--- config.mk ---
export PLATFORM = sky130hd
export DESIGN_NAME = clk_en_sequencer_flat
export DESIGN_NICKNAME = d
export VERILOG_FILES = /design/src/rtl/clk_en_sequencer_if.sv /design/src/rtl/clk_en_sequencer.sv /design/src/flat_wrapper.sv
export SDC_FILE = /design/constraint.sdc
export NUM_CORES = 1
export LEC_CHECK = 0
export CAP_MARGIN = 20
export CORE_AREA = 4 4 199 104
export CTS_CLUSTER_DIAMETER = 120
export DETAILED_ROUTE_END_ITERATION = 12
export DIE_AREA = 0 0 203 108
export HOLD_SLACK_MARGIN = 0.03
export PLACE_DENSITY = 0.74
export RECOVER_POWER = 100
export SLEW_MARGIN = 20
export SYNTH_ARGS = -nofsm -noshare
export SYNTH_HDL_FRONTEND = slang
export SYNTH_SLANG_ARGS = --single-unit
--- constraint.sdc ---
create_clock -name clk -period 4.27 [get_ports clk]
set_input_delay 0.854 -clock clk [delete_from_list [all_inputs] [get_ports clk]]
set_output_delay 0.854 -clock clk [all_outputs]
set_load 0.05 [all_outputs]
--- src/rtl/clk_en_sequencer_if.sv ---
// Control/status bundle for clk_en_sequencer: mode, step button, divisor writes in; enables, state, tick count out.
interface clk_en_sequencer_if #(
    parameter int NUM_CH = 2,
    parameter int DIV_W  = 27,
    parameter int CH_W   = 1
);
    logic [1:0]        mode;
    logic              step_req;
    logic              div_wr;
    logic [CH_W-1:0]   div_ch;
    logic [DIV_W-1:0]  div_val;
    logic [NUM_CH-1:0] clk_en;
    logic [1:0]        state;
    logic [15:0]       tick_count;

    modport master (
        output mode, step_req, div_wr, div_ch, div_val,
        input  clk_en, state, tick_count
    );

    modport slave (
        input  mode, step_req, div_wr, div_ch, div_val,
        output clk_en, state, tick_count
    );
endinterface

--- src/rtl/clk_en_sequencer.sv ---
// Multi-channel clock-enable generator with RUN/STOP/STEP control; clk_en registered, one cycle after wrap or step edge; no backpressure.
// Define CLK_EN_TICK_COUNT_EN to count channel-0 pulses on tick_count (otherwise tied to zero).
module clk_en_sequencer #(
    parameter int NUM_CH      = 2,
    parameter int DIV_W       = 27,
    parameter int DEFAULT_DIV = 100_000_000,
    parameter int CH_W        = 1
) (
    input  logic              clk,
    input  logic              reset,
    clk_en_sequencer_if.slave bus
);
    typedef enum logic [1:0] {
        ST_STOP       = 2'd0,
        ST_RUN        = 2'd1,
        ST_STEP_WAIT  = 2'd2,
        ST_STEP_PULSE = 2'd3
    } state_t;

    localparam logic [1:0]       MODE_RUN  = 2'b01;
    localparam logic [1:0]       MODE_STEP = 2'b10;
    localparam logic [DIV_W-1:0] DIV_RST   = DIV_W'(DEFAULT_DIV);
    localparam logic [DIV_W-1:0] DIV_ONE   = DIV_W'(1);

    state_t                         state_q, state_d;
    logic                           step_q;
    logic                           step_edge;
    logic                           run_go;
    logic [NUM_CH-1:0][DIV_W-1:0]   cnt_q, cnt_d;
    logic [NUM_CH-1:0][DIV_W-1:0]   div_q, div_d;
    logic [NUM_CH-1:0][DIV_W-1:0]   shadow_q, shadow_d;
    logic [NUM_CH-1:0][DIV_W-1:0]   term;
    logic [NUM_CH-1:0]              pend_q, pend_d;
    logic [NUM_CH-1:0]              wr_hit;
    logic [NUM_CH-1:0]              wrap;
    logic [NUM_CH-1:0]              clk_en_q, clk_en_d;

    assign step_edge = bus.step_req & ~step_q;

    always_comb begin
        state_d = state_q;
        case (state_q)
            ST_STOP: begin
                if (bus.mode == MODE_RUN)
                    state_d = ST_RUN;
                else if (bus.mode == MODE_STEP)
                    state_d = ST_STEP_WAIT;
            end
            ST_RUN: begin
                if (bus.mode != MODE_RUN)
                    state_d = (bus.mode == MODE_STEP) ? ST_STEP_WAIT : ST_STOP;
            end
            ST_STEP_WAIT: begin
                if (bus.mode == MODE_RUN)
                    state_d = ST_RUN;
                else if (bus.mode != MODE_STEP)
                    state_d = ST_STOP;
                else if (step_edge)
                    state_d = ST_STEP_PULSE;
            end
            ST_STEP_PULSE: begin
                if (bus.mode == MODE_RUN)
                    state_d = ST_RUN;
                else if (bus.mode == MODE_STEP)
                    state_d = ST_STEP_WAIT;
                else
                    state_d = ST_STOP;
            end
            default: state_d = ST_STOP;
        endcase
    end

    // Counting only happens while RUN is both current and requested, so a mode change swallows a wrap.
    always_comb begin
        run_go   = (state_q == ST_RUN) && (bus.mode == MODE_RUN);
        cnt_d    = cnt_q;
        div_d    = div_q;
        shadow_d = shadow_q;
        pend_d   = pend_q;
        term     = '0;
        wr_hit   = '0;
        wrap     = '0;
        for (int k = 0; k < NUM_CH; k++) begin
            term[k]   = (div_q[k] > DIV_ONE) ? (div_q[k] - DIV_ONE) : '0;
            wrap[k]   = run_go && (cnt_q[k] == term[k]);
            wr_hit[k] = bus.div_wr && (bus.div_ch == CH_W'(k));
            cnt_d[k]  = (run_go && !wrap[k]) ? (cnt_q[k] + DIV_ONE) : '0;

            if (state_q != ST_RUN) begin
                if (wr_hit[k])
                    div_d[k] = bus.div_val;
                else if (pend_q[k])
                    div_d[k] = shadow_q[k];
                pend_d[k] = 1'b0;
            end else if (wrap[k]) begin
                // The finishing period used the old divisor; the newest write governs the next one.
                if (wr_hit[k])
                    div_d[k] = bus.div_val;
                else if (pend_q[k])
                    div_d[k] = shadow_q[k];
                pend_d[k] = 1'b0;
            end else if (wr_hit[k]) begin
                shadow_d[k] = bus.div_val;
                pend_d[k]   = 1'b1;
            end
        end
        clk_en_d = (state_d == ST_STEP_PULSE) ? {NUM_CH{1'b1}} : wrap;
    end

    always_ff @(posedge clk) begin
        if (reset) begin
            state_q  <= ST_STOP;
            step_q   <= 1'b0;
            cnt_q    <= '0;
            div_q    <= {NUM_CH{DIV_RST}};
            shadow_q <= {NUM_CH{DIV_RST}};
            pend_q   <= '0;
            clk_en_q <= '0;
        end else begin
            state_q  <= state_d;
            step_q   <= bus.step_req;
            cnt_q    <= cnt_d;
            div_q    <= div_d;
            shadow_q <= shadow_d;
            pend_q   <= pend_d;
            clk_en_q <= clk_en_d;
        end
    end

    assign bus.clk_en = clk_en_q;
    assign bus.state  = state_q;

`ifdef CLK_EN_TICK_COUNT_EN
    logic [15:0] tick_q;

    always_ff @(posedge clk) begin
        if (reset)
            tick_q <= '0;
        else if (clk_en_d[0])
            tick_q <= tick_q + 16'd1;
    end

    assign bus.tick_count = tick_q;
`else
    assign bus.tick_count = 16'd0;
`endif
endmodule

--- src/flat_wrapper.sv ---
// flat-port wrapper written by rule: the top's interface ports become plain ports
module clk_en_sequencer_flat 
#(
    parameter int NUM_CH      = 2,
    parameter int DIV_W       = 27,
    parameter int DEFAULT_DIV = 100_000_000,
    parameter int CH_W        = 1
)
  (clk, reset, bus_mode, bus_step_req, bus_div_wr, bus_div_ch, bus_div_val, bus_clk_en, bus_state, bus_tick_count);
  clk_en_sequencer_if #(.NUM_CH(NUM_CH), .DIV_W(DIV_W), .CH_W(CH_W)) bus_i ();
  input  logic clk;
  input  logic reset;
  input wire logic [$bits(bus_i.mode)-1:0] bus_mode;
  input wire logic [$bits(bus_i.step_req)-1:0] bus_step_req;
  input wire logic [$bits(bus_i.div_wr)-1:0] bus_div_wr;
  input wire logic [$bits(bus_i.div_ch)-1:0] bus_div_ch;
  input wire logic [$bits(bus_i.div_val)-1:0] bus_div_val;
  output wire logic [$bits(bus_i.clk_en)-1:0] bus_clk_en;
  output wire logic [$bits(bus_i.state)-1:0] bus_state;
  output wire logic [$bits(bus_i.tick_count)-1:0] bus_tick_count;
  assign bus_i.mode = bus_mode;
  assign bus_i.step_req = bus_step_req;
  assign bus_i.div_wr = bus_div_wr;
  assign bus_i.div_ch = bus_div_ch;
  assign bus_i.div_val = bus_div_val;
  assign bus_clk_en = bus_i.clk_en;
  assign bus_state = bus_i.state;
  assign bus_tick_count = bus_i.tick_count;
  clk_en_sequencer #(.NUM_CH(NUM_CH), .DIV_W(DIV_W), .DEFAULT_DIV(DEFAULT_DIV), .CH_W(CH_W)) u_core (.clk(clk), .reset(reset), .bus(bus_i));
endmodule
; Word-level counts from Yosys, hierarchy flattened
; Cells that the tools add are included.
[totals]
reg_bits = 169
in_bits = 34
elab_cells = 74
[classes]
n_addsub = 4
n_lt_le_gt_ge = 2
eq_ne = 11
n_mux = 20
bitwise_logic = 8
reduce_logical = 18
[ops]
columns = op, count
row1 = two-way mux 27 bit, 10
row2 = adder 27 x 1 -> 27 bit (second input constant), 2
row3 = == test 27 bit, 2
row4 = greater-than comparator 27 x 1 -> 1 bit (second input constant), 2
row5 = subtractor 27 x 1 -> 27 bit (second input constant), 2
row6 = two-way mux 2 bit, 9
row7 = == test 2 bit (second input constant), 4
row8 = case mux 2 bit (4 select lines), 1
row9 = logical AND 1 bit, 7
row10 = NOT 1 bit, 7
row11 = AND reduction 3 bit, 2
row12 = OR reduction 3 bit, 2
row13 = == test 2 x 1 -> 1 bit (second input constant), 2
row14 = inequality test 2 x 1 -> 1 bit (second input constant), 2
row15 = nonzero test 2 bit, 2
row16 = OR reduction 2 bit, 2
row17 = logical NOT 1 bit, 2
row18 = logical NOT 2 bit, 1
row19 = inequality test 2 bit (second input constant), 1
row20 = bitwise AND 1 bit, 1

; Logic depth before layout (Yosys ltp)
; Gate-level depths: netlist of the first run.
[depth]
depth_word = 8
mapped_depth = 15
depth_no_buf = 12

; Least setup slack after synthesis of the first run
; Ideal clock, no wire load.
[synth_timing]
path_type = register to register
from = register u_core.div_q[45] (netlist name)
to = register u_core.div_q[37] (netlist name)
arrival_time_ns = 3.858
slack_ns = 0.288
stages_incl_launch_ff = 15
path_buffers = 4
synth_period_minus_slack_ns = 3.982
path_cell_list = dfxtp_1 buf_2 or4_1 or4_4 or4_1 buf_2 and2_4 buf_2 nor2_1 o221ai_1 a2111oi_4 nand4_1 nand2_2 buf_6 mux2_1
[synth_via]
elab_chain_len = 5
elab_cells_between_ends = 6
[synth_rtl]
columns = item, line_no
row1 = "start, declared", clk_en_sequencer.sv:30  ; logic [NUM_CH-1:0][DIV_W-1:0] div_q, div_d;
row2 = "start signal, assigned", clk_en_sequencer.sv:115  ; div_q <= {NUM_CH{DIV_RST}};
row3 = "start signal, assigned", clk_en_sequencer.sv:123  ; div_q <= div_d;
row4 = subtractor 27 x 1 -> 27 bit / greater-than comparator 27 x 1 -> 1 bit (equally long branches), clk_en_sequencer.sv:84  ; term[k] = (div_q[k] > DIV_ONE) ? (div_q[k] - DIV_ONE) : '0;
row5 = two-way mux 27 bit (*), clk_en_sequencer.sv:84
row6 = == test 27 bit (*), clk_en_sequencer.sv:85  ; wrap[k] = run_go && (cnt_q[k] == term[k]);
row7 = logical AND 1 bit (*), clk_en_sequencer.sv:85
row8 = nonzero test 2 bit (no line) (*), --
; Mark *: on every way between the ends. The rest lies on a longest branch, timed or not.
; A chain may end at the register's enable or synchronous reset.

; Final worst setup path of the first run
[layout_timing]
from = register u_core.div_q[43] (netlist name)
to = register u_core.shadow_q[47] (netlist name)
[layout_via]
elab_chain_len = 6
elab_cells_between_ends = 7
[layout_rtl]
columns = item, line_no
row1 = subtractor 27 x 1 -> 27 bit / greater-than comparator 27 x 1 -> 1 bit (equally long branches), clk_en_sequencer.sv:84
row2 = two-way mux 27 bit (*), clk_en_sequencer.sv:84
row3 = == test 27 bit (*), clk_en_sequencer.sv:85
row4 = logical AND 1 bit (*), clk_en_sequencer.sv:85
row5 = NOT 1 bit (no line) (*), --
row6 = AND reduction 3 bit (no line) (*), --
row7 = "end signal, assigned", clk_en_sequencer.sv:116  ; shadow_q <= {NUM_CH{DIV_RST}};
row8 = "end signal, assigned", clk_en_sequencer.sv:124  ; shadow_q <= shadow_d;
row9 = "end, declared", clk_en_sequencer.sv:31  ; logic [NUM_CH-1:0][DIV_W-1:0] shadow_q, shadow_d;
; Marked as above.

==> metrics.yaml, run 1 <==
power_and_ir_drop:
  power.internal_mw: 2.594
  netSwitchingFraction: 0.2834
  seqPwrFrac: 0.455
  p_sw_mw: 1.026
  irDropWorstVdd_v: 0.0002783
  p_comb_frac: 0.121
  p_leak_nw: 3.948
  p_per_area_nw_per_um2: 322.7
  p_clk_frac: 0.424
clock_tree:
  htree_num_levels: 4
  clock_latency_ns: 0.44
  root_buffer: "clkbuf_16"
  cts.path.max_buffers: 2
  cts_tree: "yes"
  path_clk_slew_ns: 0.07
  cts_buffers: 17
  clkSinkCount: 169
synthesis:
  synth-edff-count: 0
  netlist_instances: 1254
  synth_top_flop_cell: "dfxtp_1"
  ys_top_cells_by_area: "dfxtp_1 34%, nor2_1 6.2%, xnor2_1 5.5%, nand2_1 5.0%, xor2_1 4.2%"
  synthArstFlopShare: 0
  synthTopCellsByCount: "169 x dfxtp_1, 164 x nor2_1, 132 x nand2_1, 75 x clkbuf_1"
  yosysSeqAreaShare: 0.3397
  syn_area_per_cell_sq_um: 7.943
  synth_warnings: 0
  syn_area_sq_um: 9961
  ys_ff_latch: 169
  synth_top_area_frac: 0.3397
  synth_top_area_cell: "dfxtp_1"
  synth_cell_types: 78
  yosysMostFrequentCell: "dfxtp_1"
cells_and_area:
  stdcell_area_sq_um: 11220
  area_growth_pct: 12.62
  nets: 1303
  antenna_cells: 0
  drive_gt1_frac: 0.08150
  stdcell_count: 1542
die:
  initial_utilization: 0.5228
  die_w_um: 203
  io_pins: 54
  num_rows: 36
  die_h_um: 108
  core-area_sq_um: 19050
  dieArea_sq_um: 21920
global_routing:
  overflow: 0
  grtUsageTotal: 0.2724
  antenna_found_initial: 0
  grt_pass1_vias: 8384
  grt_pass1_wl_um: 46580
  grt_start_max_net_pins: 83
route:
  first_iter_violations: 1188
  wl_per_cell_um: 19.35
  route.detailed.drc: 0
  dr.pass1.iters: 7
  num_vias: 9408
  routed_via_density: 6.101
  ant_nets: 0
  finalWirelength_um: 29840
outcome:
  violations: "max-capacitance violations, max-slew violations"
  status: "finished with violations"
place:
  placed_area_sq_um: 10600
  dp.cells: 1506
  hpwl_um: 22660
  gp_congestion: 1.031
  post-place-ws_ns: -0.05049
  io_buffers: 37
sta:
  hold_viol_final: 0
  hold_slack_ns: 0.4641
  slew_viol_final: 83
  clock_skew_ns: 0.008274
  rsz0062_at_grt: "no"
  final-setup-viol-count: 0
  finalCritPeriodShare: 0.9707
  layout_min_cycle_time_ns: 4.145
  worst_pin_slew_ns: 1.594
  relSlewSlack: -0.06296
  max_freq_ghz: 0.2413
  worst_slack_ns: 0.1249
worst_setup_path:
  path_class: "reg2reg"
  worst_setup_path_end_kind: "register"
  arrival_ns: 4.52
  worstPathRequired_ns: 4.64
  crit_fanout: 10
  startpoint_type: "register"
flow_run:
  max_cap_violations: 1
worst_hold_path:
  hold_class: "reg2reg"
routing by layer:
layer	part of all wire	up-vias	GRT usage
li1	-	4451	-
met1	0.49	4460	0.4282
met2	0.35	466	0.3269
met3	0.15	31	0.1151
met4	0.013	0	0.07018
met5	0	-	0
kinds of logic (layout without fill, tap and decap cells):
logic type,Yosys count,count (layout),share of synthesized area
muxes,54,54,0.05590
and+or+nand+nor,606,606,0.3060
other,1,16,0.0003765
DFF,169,169,0.3397
AOI/OAI and AO/OA,178,178,0.1316
buffers and inverters,128,135,0.05904
xor gates and xnor gates,112,112,0.09986
adders and majority gates,6,6,0.007537
through the flow:
step           power [mW]  TNS [ns]    util
3_3_place_gp        2.097         0  0.5565
6_report            3.620         0  0.5888
2_1_floorplan       1.966         0       -
4_1_cts             3.641         0  0.5880
3_5_place_dp        2.104   -0.4896  0.5565
5_1_grt             3.753         0  0.5888
cell type report:
type                       count  area (sq um)
timing repair buffer          84         753.2
clock inverter                15         153.9
clock buffer                  17         425.4
inverter                      19         71.32
sequential                   169          3383
fill                        1759          7835
multi-input combinational    972          6098
tap                          266         332.8
layout by cell type, fill, tap and decap left out, types with 5 or more instances in the layout:
| cell | synthesis | final |
|---|---|---|
| nor3_1 | 55 | 54 |
| buf_4 | 20 | 36 |
| dfxtp_1 | 169 | 169 |
| o31ai_1 | 8 | 8 |
| a31oi_1 | 5 | 5 |
| nand3_1 | 63 | 63 |
| or3_1 | 15 | 14 |
| nand4_1 | 23 | 23 |
| a211oi_1 | 16 | 16 |
| xor2_1 | 48 | 48 |
| and3_1 | 27 | 27 |
| nor3b_1 | 7 | 7 |
| nand2b_1 | 24 | 24 |
| nor2b_1 | 24 | 23 |
| or4_1 | 17 | 16 |
| nor2_1 | 164 | 164 |
| xnor2_1 | 63 | 63 |
| inv_1 | 18 | 18 |
| clkbuf_16 | 0 | 17 |
| clkdlybuf4s50_1 | 0 | 32 |
| inv_6 | 0 | 9 |
| nand2_1 | 132 | 132 |
| a41oi_1 | 12 | 12 |
| mux2_1 | 13 | 13 |
| o21ai_0 | 10 | 21 |
| ha_1 | 6 | 6 |
| mux2i_1 | 41 | 41 |
| a21oi_1 | 41 | 41 |
| nor4_1 | 20 | 19 |
| nand3b_1 | 5 | 5 |
| a311oi_1 | 15 | 15 |
| conb_1 | 1 | 16 |
state kept, by name, summed over array words and instances, names as in the netlist:
signal / count
u_core.cnt_q: 54
u_core.div_q: 54
u_core.shadow_q: 54
u_core.bus.clk_en: 2
u_core.bus.state: 2
u_core.pend_q: 2
u_core.step_q: 1
power groups by stage:
stage	Sequential [mW]	Clock (mW)	Combinational, mW
after global routing	1.65	1.63	0.472
after floorplan	1.67	0	0.299
after CTS	1.64	1.57	0.427
final	1.65	1.54	0.439
after global placement	1.68	0	0.419
after detailed placement	1.68	0	0.425
path summary, 6_finish.rpt:
path / to / cells past startpoint / startpoint / slack, ns
worst max-delay path: u_core.shadow_q[47] / 11 / u_core.div_q[43] / 0.12
worst min-delay path: u_core.shadow_q[52] / 2 / u_core.shadow_q[52] / 0.46
worst max register to register: u_core.shadow_q[47] / 11 / u_core.div_q[43] / 0.12
worst min register to register: u_core.shadow_q[52] / 2 / u_core.shadow_q[52] / 0.46
critical path, stage by stage, from the launching register on:
cell	delay, ns
dfxtp_1	0.37
or4_1	0.57
or4_4	0.55
nor4b_1	0.47
o21ai_0	0.25
or3_1	0.39
o311a_1	0.16
a2111oi_4	0.37
and4b_1	0.34
or3_4	0.19
buf_6	0.20
mux2i_1	0.20
what timing repair did:
action	4_1_cts	5_1_grt
pin swaps	1	6
setup endpoints to repair	21	58
hold buffers	0	0
gates resized for setup	2	6
cloned	0	1
buffers inserted	1	2
No activity file was read; power rests on OpenSTA's default activity.
==> run 2, diff against run 1 <==
--- a/config.mk
+++ b/config.mk
@@ -6,12 +6,14 @@
 export NUM_CORES = 1
 export LEC_CHECK = 0
 export CAP_MARGIN = 20
-export CORE_AREA = 4 4 199 104
+export CELL_PAD_IN_SITES_DETAIL_PLACEMENT = 1
+export CELL_PAD_IN_SITES_GLOBAL_PLACEMENT = 1
+export CORE_AREA = 4 4 226 118
 export CTS_CLUSTER_DIAMETER = 120
 export DETAILED_ROUTE_END_ITERATION = 12
-export DIE_AREA = 0 0 203 108
-export HOLD_SLACK_MARGIN = 0.03
-export PLACE_DENSITY = 0.74
+export DIE_AREA = 0 0 230 122
+export HOLD_SLACK_MARGIN = 0.05
+export PLACE_DENSITY_LB_ADDON = 0.1
 export RECOVER_POWER = 100
 export SLEW_MARGIN = 20
 export SYNTH_ARGS = -nofsm -noshare
==> run 2 against run 1 <==
  * The flow still finishes with violations (max-capacitance violations, max-slew violations)
  * First-iteration DRC count shrank 20%
  * Routed wire length rose by 18%
  * Register-to-register slack lost 0.04 ns
  * Clock power fell by 3%
  * Sequential cell count did not move
  * Sequential power about the same
  * Clock skew is 0.0032 ns higher
  * Via count increased by 1.1%
  * Worst setup slack worse by 0.041 ns
  * Critical endpoint is now u_core.shadow_q[32]
==> metrics.yaml, run 2 (synthesis results as in run 1) <==
cells_and_area:
  nFillCells: 2997
  final_util: 0.4616
  stdcell_count: 1633
  final_common_cell: "dfxtp_1"
  drive_gt1_frac: 0.09077
  final_cell_mix: "169 x dfxtp_1, 164 x nor2_1, 132 x nand2_1"
  nets: 1316
  top_regs: "u_core.cnt_q x54, u_core.div_q x54, u_core.shadow_q x54"
  antenna_cells: 0
  area_growth_pct: 14.60
  stdcell_area_sq_um: 11410
sta:
  worst_pin_slew_ns: 2.465
  layout_min_cycle_time_ns: 4.186
  finalCritPeriodShare: 0.9802
  max_freq_ghz: 0.2389
  worst_slack_ns: 0.08439
  clock_skew_ns: 0.01143
  final-setup-viol-count: 0
  relSlewSlack: -0.6433
  slew_viol_final: 59
  hold_viol_final: 0
global_routing:
  grt_pass1_wl_um: 54200
  overflow: 0
  grt_start_max_net_pins: 59
  grt_pass1_vias: 8953
  antenna_found_initial: 0
  grtUsageTotal: 0.2504
place:
  placed_area_sq_um: 10810
  dp.cells: 1600
  gp_congestion: 1.021
  post-place-ws_ns: 0.05148
  io_buffers: 37
  hpwl_um: 26670
worst_setup_path:
  path_class: "reg2reg"
  startpoint_type: "register"
  worstPathRequired_ns: 4.63
  crit_fanout: 21
  worst_setup_path_end_kind: "register"
  arrival_ns: 4.55
clock_tree:
  root_buffer: "clkbuf_16"
  clkSinkCount: 169
  path_clk_slew_ns: 0.07
  cts_buffers: 17
  cts.path.max_buffers: 2
  clock_latency_ns: 0.44
  htree_num_levels: 4
  cts_tree: "yes"
worst_hold_path:
  hold_class: "reg2reg"
route:
  route.detailed.drc: 0
  dr.pass1.iters: 5
  wl_per_cell_um: 21.48
  num_vias: 9516
  routed_via_density: 5.827
  finalWirelength_um: 35080
  first_iter_violations: 956
  ant_nets: 0
die:
  dieArea_sq_um: 28060
  die_w_um: 230
  io_pins: 54
  die_h_um: 122
  core-area_sq_um: 24730
  initial_utilization: 0.4028
  num_rows: 41
outcome:
  status: "finished with violations"
  violations: "max-capacitance violations, max-slew violations"
power_and_ir_drop:
  p_leak_nw: 4.008
  p_per_area_nw_per_um2: 315.6
  power.total_mw: 3.602
  irDropWorstVdd_v: 0.0002659
flow_run:
  max_cap_violations: 1
run 2: cell count changes in the layout (fill, tap and decap cells not counted), sizes merged:
cell	before	now
buf	41	57
clkinvlp	1	4
inv	28	19
clkinv	4	5
bufinv	1	0
clkbuf	24	27
run 2: path summary, 6_finish.rpt:
check | startpoint | end | slack (ns) | cells past startpoint
worst max-delay path | u_core.div_q[43] | u_core.shadow_q[32] | 0.08 | 11
worst min-delay path | u_core.shadow_q[12] | u_core.shadow_q[12] | 0.46 | 2
worst max register to register | u_core.div_q[43] | u_core.shadow_q[32] | 0.08 | 11
worst min register to register | u_core.shadow_q[12] | u_core.shadow_q[12] | 0.46 | 2
run 2: final cells by class:
cell class              count  area [sq um]  area share
multi-input cells         972          6133      0.5373
flip-flops and latches    169          3383      0.2964
repair buffers             97         842.1     0.07377
clock buffers              23         488.0     0.04275
well taps                 344         430.4     0.03771
inverters                  19         71.32    0.006248
clock inverters             9         66.31    0.005809
run 2: power by group:
group	leakage [nW]	switching, mW	internal, mW	total [mW]
logic	2.38	0.294	0.168	0.462
registers	1.37	0.0411	1.60	1.65
clock network	0.262	0.686	0.808	1.49
run 2: routing by layer:
| layer | wire length (um) | vias to the layer above | global-route usage |
|---|---|---|---|
| met3 | 3833 | 16 | 0.08248 |
| li1 | - | 4446 | - |
| met2 | 12440 | 310 | 0.2978 |
| met4 | 190 | 0 | 0.05057 |
| met1 | 18610 | 4744 | 0.4130 |
| met5 | 0 | - | 0 |
run 2: per-stage QoR:
| step | hold slack (ns) | TNS (ns) |
|---|---|---|
| 5_1_grt | 0.4923 | -0.004789 |
| 4_1_cts | 0.4640 | 0 |
| 3_5_place_dp | 0.4547 | 0 |
| 3_3_place_gp | 0.4479 | 0 |
| 2_1_floorplan | 0.4350 | 0 |
| 6_report | 0.4611 | 0 |
run 2: worst max-delay path, cell delays in order, from the launching register on:
cell	delay (ns)
dfxtp_1	0.37
or4_1	0.58
or4_4	0.55
or4_1	0.54
and2_4	0.24
nor4_2	0.20
o221ai_1	0.23
a2111oi_4	0.41
and4b_2	0.35
or3_1	0.17
buf_12	0.21
mux2i_1	0.22
run 2: what timing repair did:
item                       4_1_cts  5_1_grt
gates resized for setup          0       13
setup endpoints to repair        0       99
hold buffers                     0        0
setup buffers                    0        1
hold endpoints to repair         0        0
==> run 3, diff against run 2 <==
--- a/config.mk
+++ b/config.mk
@@ -5,13 +5,12 @@
 export SDC_FILE = /design/constraint.sdc
 export NUM_CORES = 1
 export LEC_CHECK = 0
-export CAP_MARGIN = 20
 export CELL_PAD_IN_SITES_DETAIL_PLACEMENT = 1
 export CELL_PAD_IN_SITES_GLOBAL_PLACEMENT = 1
-export CORE_AREA = 4 4 226 118
+export CORE_AREA = 4 4 161 163
 export CTS_CLUSTER_DIAMETER = 120
 export DETAILED_ROUTE_END_ITERATION = 12
-export DIE_AREA = 0 0 230 122
+export DIE_AREA = 0 0 165 167
 export HOLD_SLACK_MARGIN = 0.05
 export PLACE_DENSITY_LB_ADDON = 0.1
 export RECOVER_POWER = 100
==> run 3 against run 2 <==
  * The flow now finishes without violations
  * Global-route usage decreased by 2.2 points
  * Highest routed layer unchanged
  * Non-clock buffer count increased by 3
  * Final cell count decreased by 0.98%
  * Worst setup slack improved by 0.097 ns
==> metrics.yaml, run 3 (synthesis results as in run 1) <==
outcome:
  status: "completed"
die:
  dieArea_sq_um: 27560
  initial_utilization: 0.4096
  io_pins: 54
  core-area_sq_um: 24320
  die_w_um: 165
  num_rows: 57
  die_h_um: 167
power_and_ir_drop:
  irDropWorstVdd_v: 0.0002499
  p_leak_nw: 4.062
  p_per_area_nw_per_um2: 318.1
  power.total_mw: 3.637
sta:
  worst_pin_slew_ns: 0.7947
  finalCritPeriodShare: 0.9575
  relSlewSlack: 0.4661
  max_freq_ghz: 0.2446
  slew_viol_final: 0
  layout_min_cycle_time_ns: 4.088
  final-setup-viol-count: 0
  fin_tns_setup_ns: 0
  worst_slack_ns: 0.1816
  clock_skew_ns: 0.01210
  hold_slack_ns: 0.4596
  hold_viol_final: 0
route:
  routed_via_density: 5.704
  route.detailed.drc: 0
  top_layer_used: "met4"
  ant_nets: 0
  wl_per_cell_um: 19.59
  first_iter_violations: 597
  dr.pass1.iters: 5
  num_vias: 9223
  finalWirelength_um: 31670
  wl_met1_um: 16370
  dr_wl_met3_um: 1364
  met2_wirelength_um: 13530
worst_hold_path:
  min_path_cells: 2
  hold_end: "u_core.shadow_q[10]"
  hold_class: "reg2reg"
  hold_start: "u_core.shadow_q[10]"
worst_setup_path:
  crit_fanout: 54
  r2r_slack_ns: 0.18
  worstPathRequired_ns: 4.60
  critical-path-top-delay-family: "simple AND/OR/NAND/NOR gates"
  worst_setup_path_end_kind: "register"
  worstPathCellList: "inv_1 > ha_1 > or3b_2 > nor3_1 > xor2_1 > a2111oi_0 > o21a_1 > o22ai_1 > or4_1 > o41ai_4 > buf_12 > nor2_1 > a311oi_1"
  critPathLaunch: "u_core.div_q[0]"
  critPathMaxStageDelay_ns: 0.69
  path_class: "reg2reg"
  startpoint_type: "register"
  arrival_ns: 4.41
  timing.rr.start: "u_core.div_q[0]"
  cp_num_buf_inv: 2
  worst_path_max_delay_cell: "or4_1"
  ff2ff_path_depth: 13
  r2r-end: "u_core.div_q[17]"
cells_and_area:
  nFillCells: 2942
  nets: 1319
  top_regs: "u_core.cnt_q x54, u_core.div_q x54, u_core.shadow_q x54"
  drive_gt1_frac: 0.09133
  final_common_cell: "dfxtp_1"
  multiInputGateArea_sq_um: 6088
  regArea_sq_um: 3383
  stdcell_area_sq_um: 11430
  final_cell_mix: "169 x dfxtp_1, 164 x nor2_1, 132 x nand2_1"
  stdcell_count: 1617
  area_growth_pct: 14.76
  final_util: 0.4700
clock_tree:
  path_clk_slew_ns: 0.08
  htree_num_levels: 4
  clock_latency_ns: 0.44
  cts.path.max_buffers: 2
  cts_buffers: 17
  cts_tree: "yes"
  clkSinkCount: 169
  cts_hold_repair.buffers: 0
  root_buffer: "clkbuf_16"
place:
  hpwl_um: 23480
  placed_area_sq_um: 10770
  post-place-ws_ns: -0.01537
  gp_congestion: 0.9227
  dp.cells: 1578
  io_buffers: 37
global_routing:
  grtUsageTotal: 0.2285
  grt_pass1_vias: 8880
  antenna_found_initial: 1
  grt_pass1_wl_um: 50240
  overflow: 0
  grt_start_max_net_pins: 63
flow_run:
  max_cap_violations: 0
==> run 3: cell count changes in the layout (fill, tap and decap cells not counted), moves of 2 or more <==
cell,previous run,this run
buf_12,3,6
nor4_1,18,20
clkbuf_8,4,1
a2111oi_1,2,0
nor3_1,54,56
clkbuf_1,5,0
buf_4,54,57
inv_6,1,7
clkinvlp_4,4,0
nor4_2,2,0
inv_8,0,4
a2111oi_0,2,4
==> run 3: worst max-delay path by stage <==
stage / end / slack (ns) / depth (start not counted)
final: u_core.div_q[17] / 0.18 / 13
after detailed placement: u_core.div_q[32] / -0.02 / 10
after global routing: u_core.div_q[17] / -0.001 / 13
after global placement: u_core.div_q[33] / 0.12 / 10
after CTS: u_core.div_q[53] / 0.05 / 11
after floorplan: u_core.div_q[37] / 0.29 / 14
==> run 3: tightest hold or removal path, cell delays in order (launching register included) <==
cell and delay, ns:
dfxtp_1 0.32, nand3_1 0.06, o21ai_1 0.05
==> run 3: area by class of cell <==
class                           instances  share of cell area
Inverter                               19            0.006239
Clock inverter                         14             0.01095
Multi-Input combinational cell        972              0.5326
Antenna cell                            1           0.0002189
Sequential cell                       169              0.2960
Clock buffer                           18             0.03842
Tap cell                              324             0.03546
Timing Repair Buffer                  100             0.08012
==> run 3: report_power, final <==
| group | switching (mW) | internal [mW] |
|---|---|---|
| Sequential | 0.0381 | 1.60 |
| Clock | 0.753 | 0.789 |
| Combinational | 0.276 | 0.176 |
| Total | 1.07 | 2.57 |
==> run 3: layer usage <==
layer | up-vias | track usage
li1 | 4461 | -
met1 | 4558 | 0.3557
met2 | 179 | 0.3251
met3 | 25 | 0.03831
met4 | 0 | 0.05353
met5 | - | 0
==> run 3: what timing repair did <==
item	in CTS	in global routing
buffers inserted	0	6
resized for setup	1	4
pin swaps	0	4
setup endpoints to repair	18	54
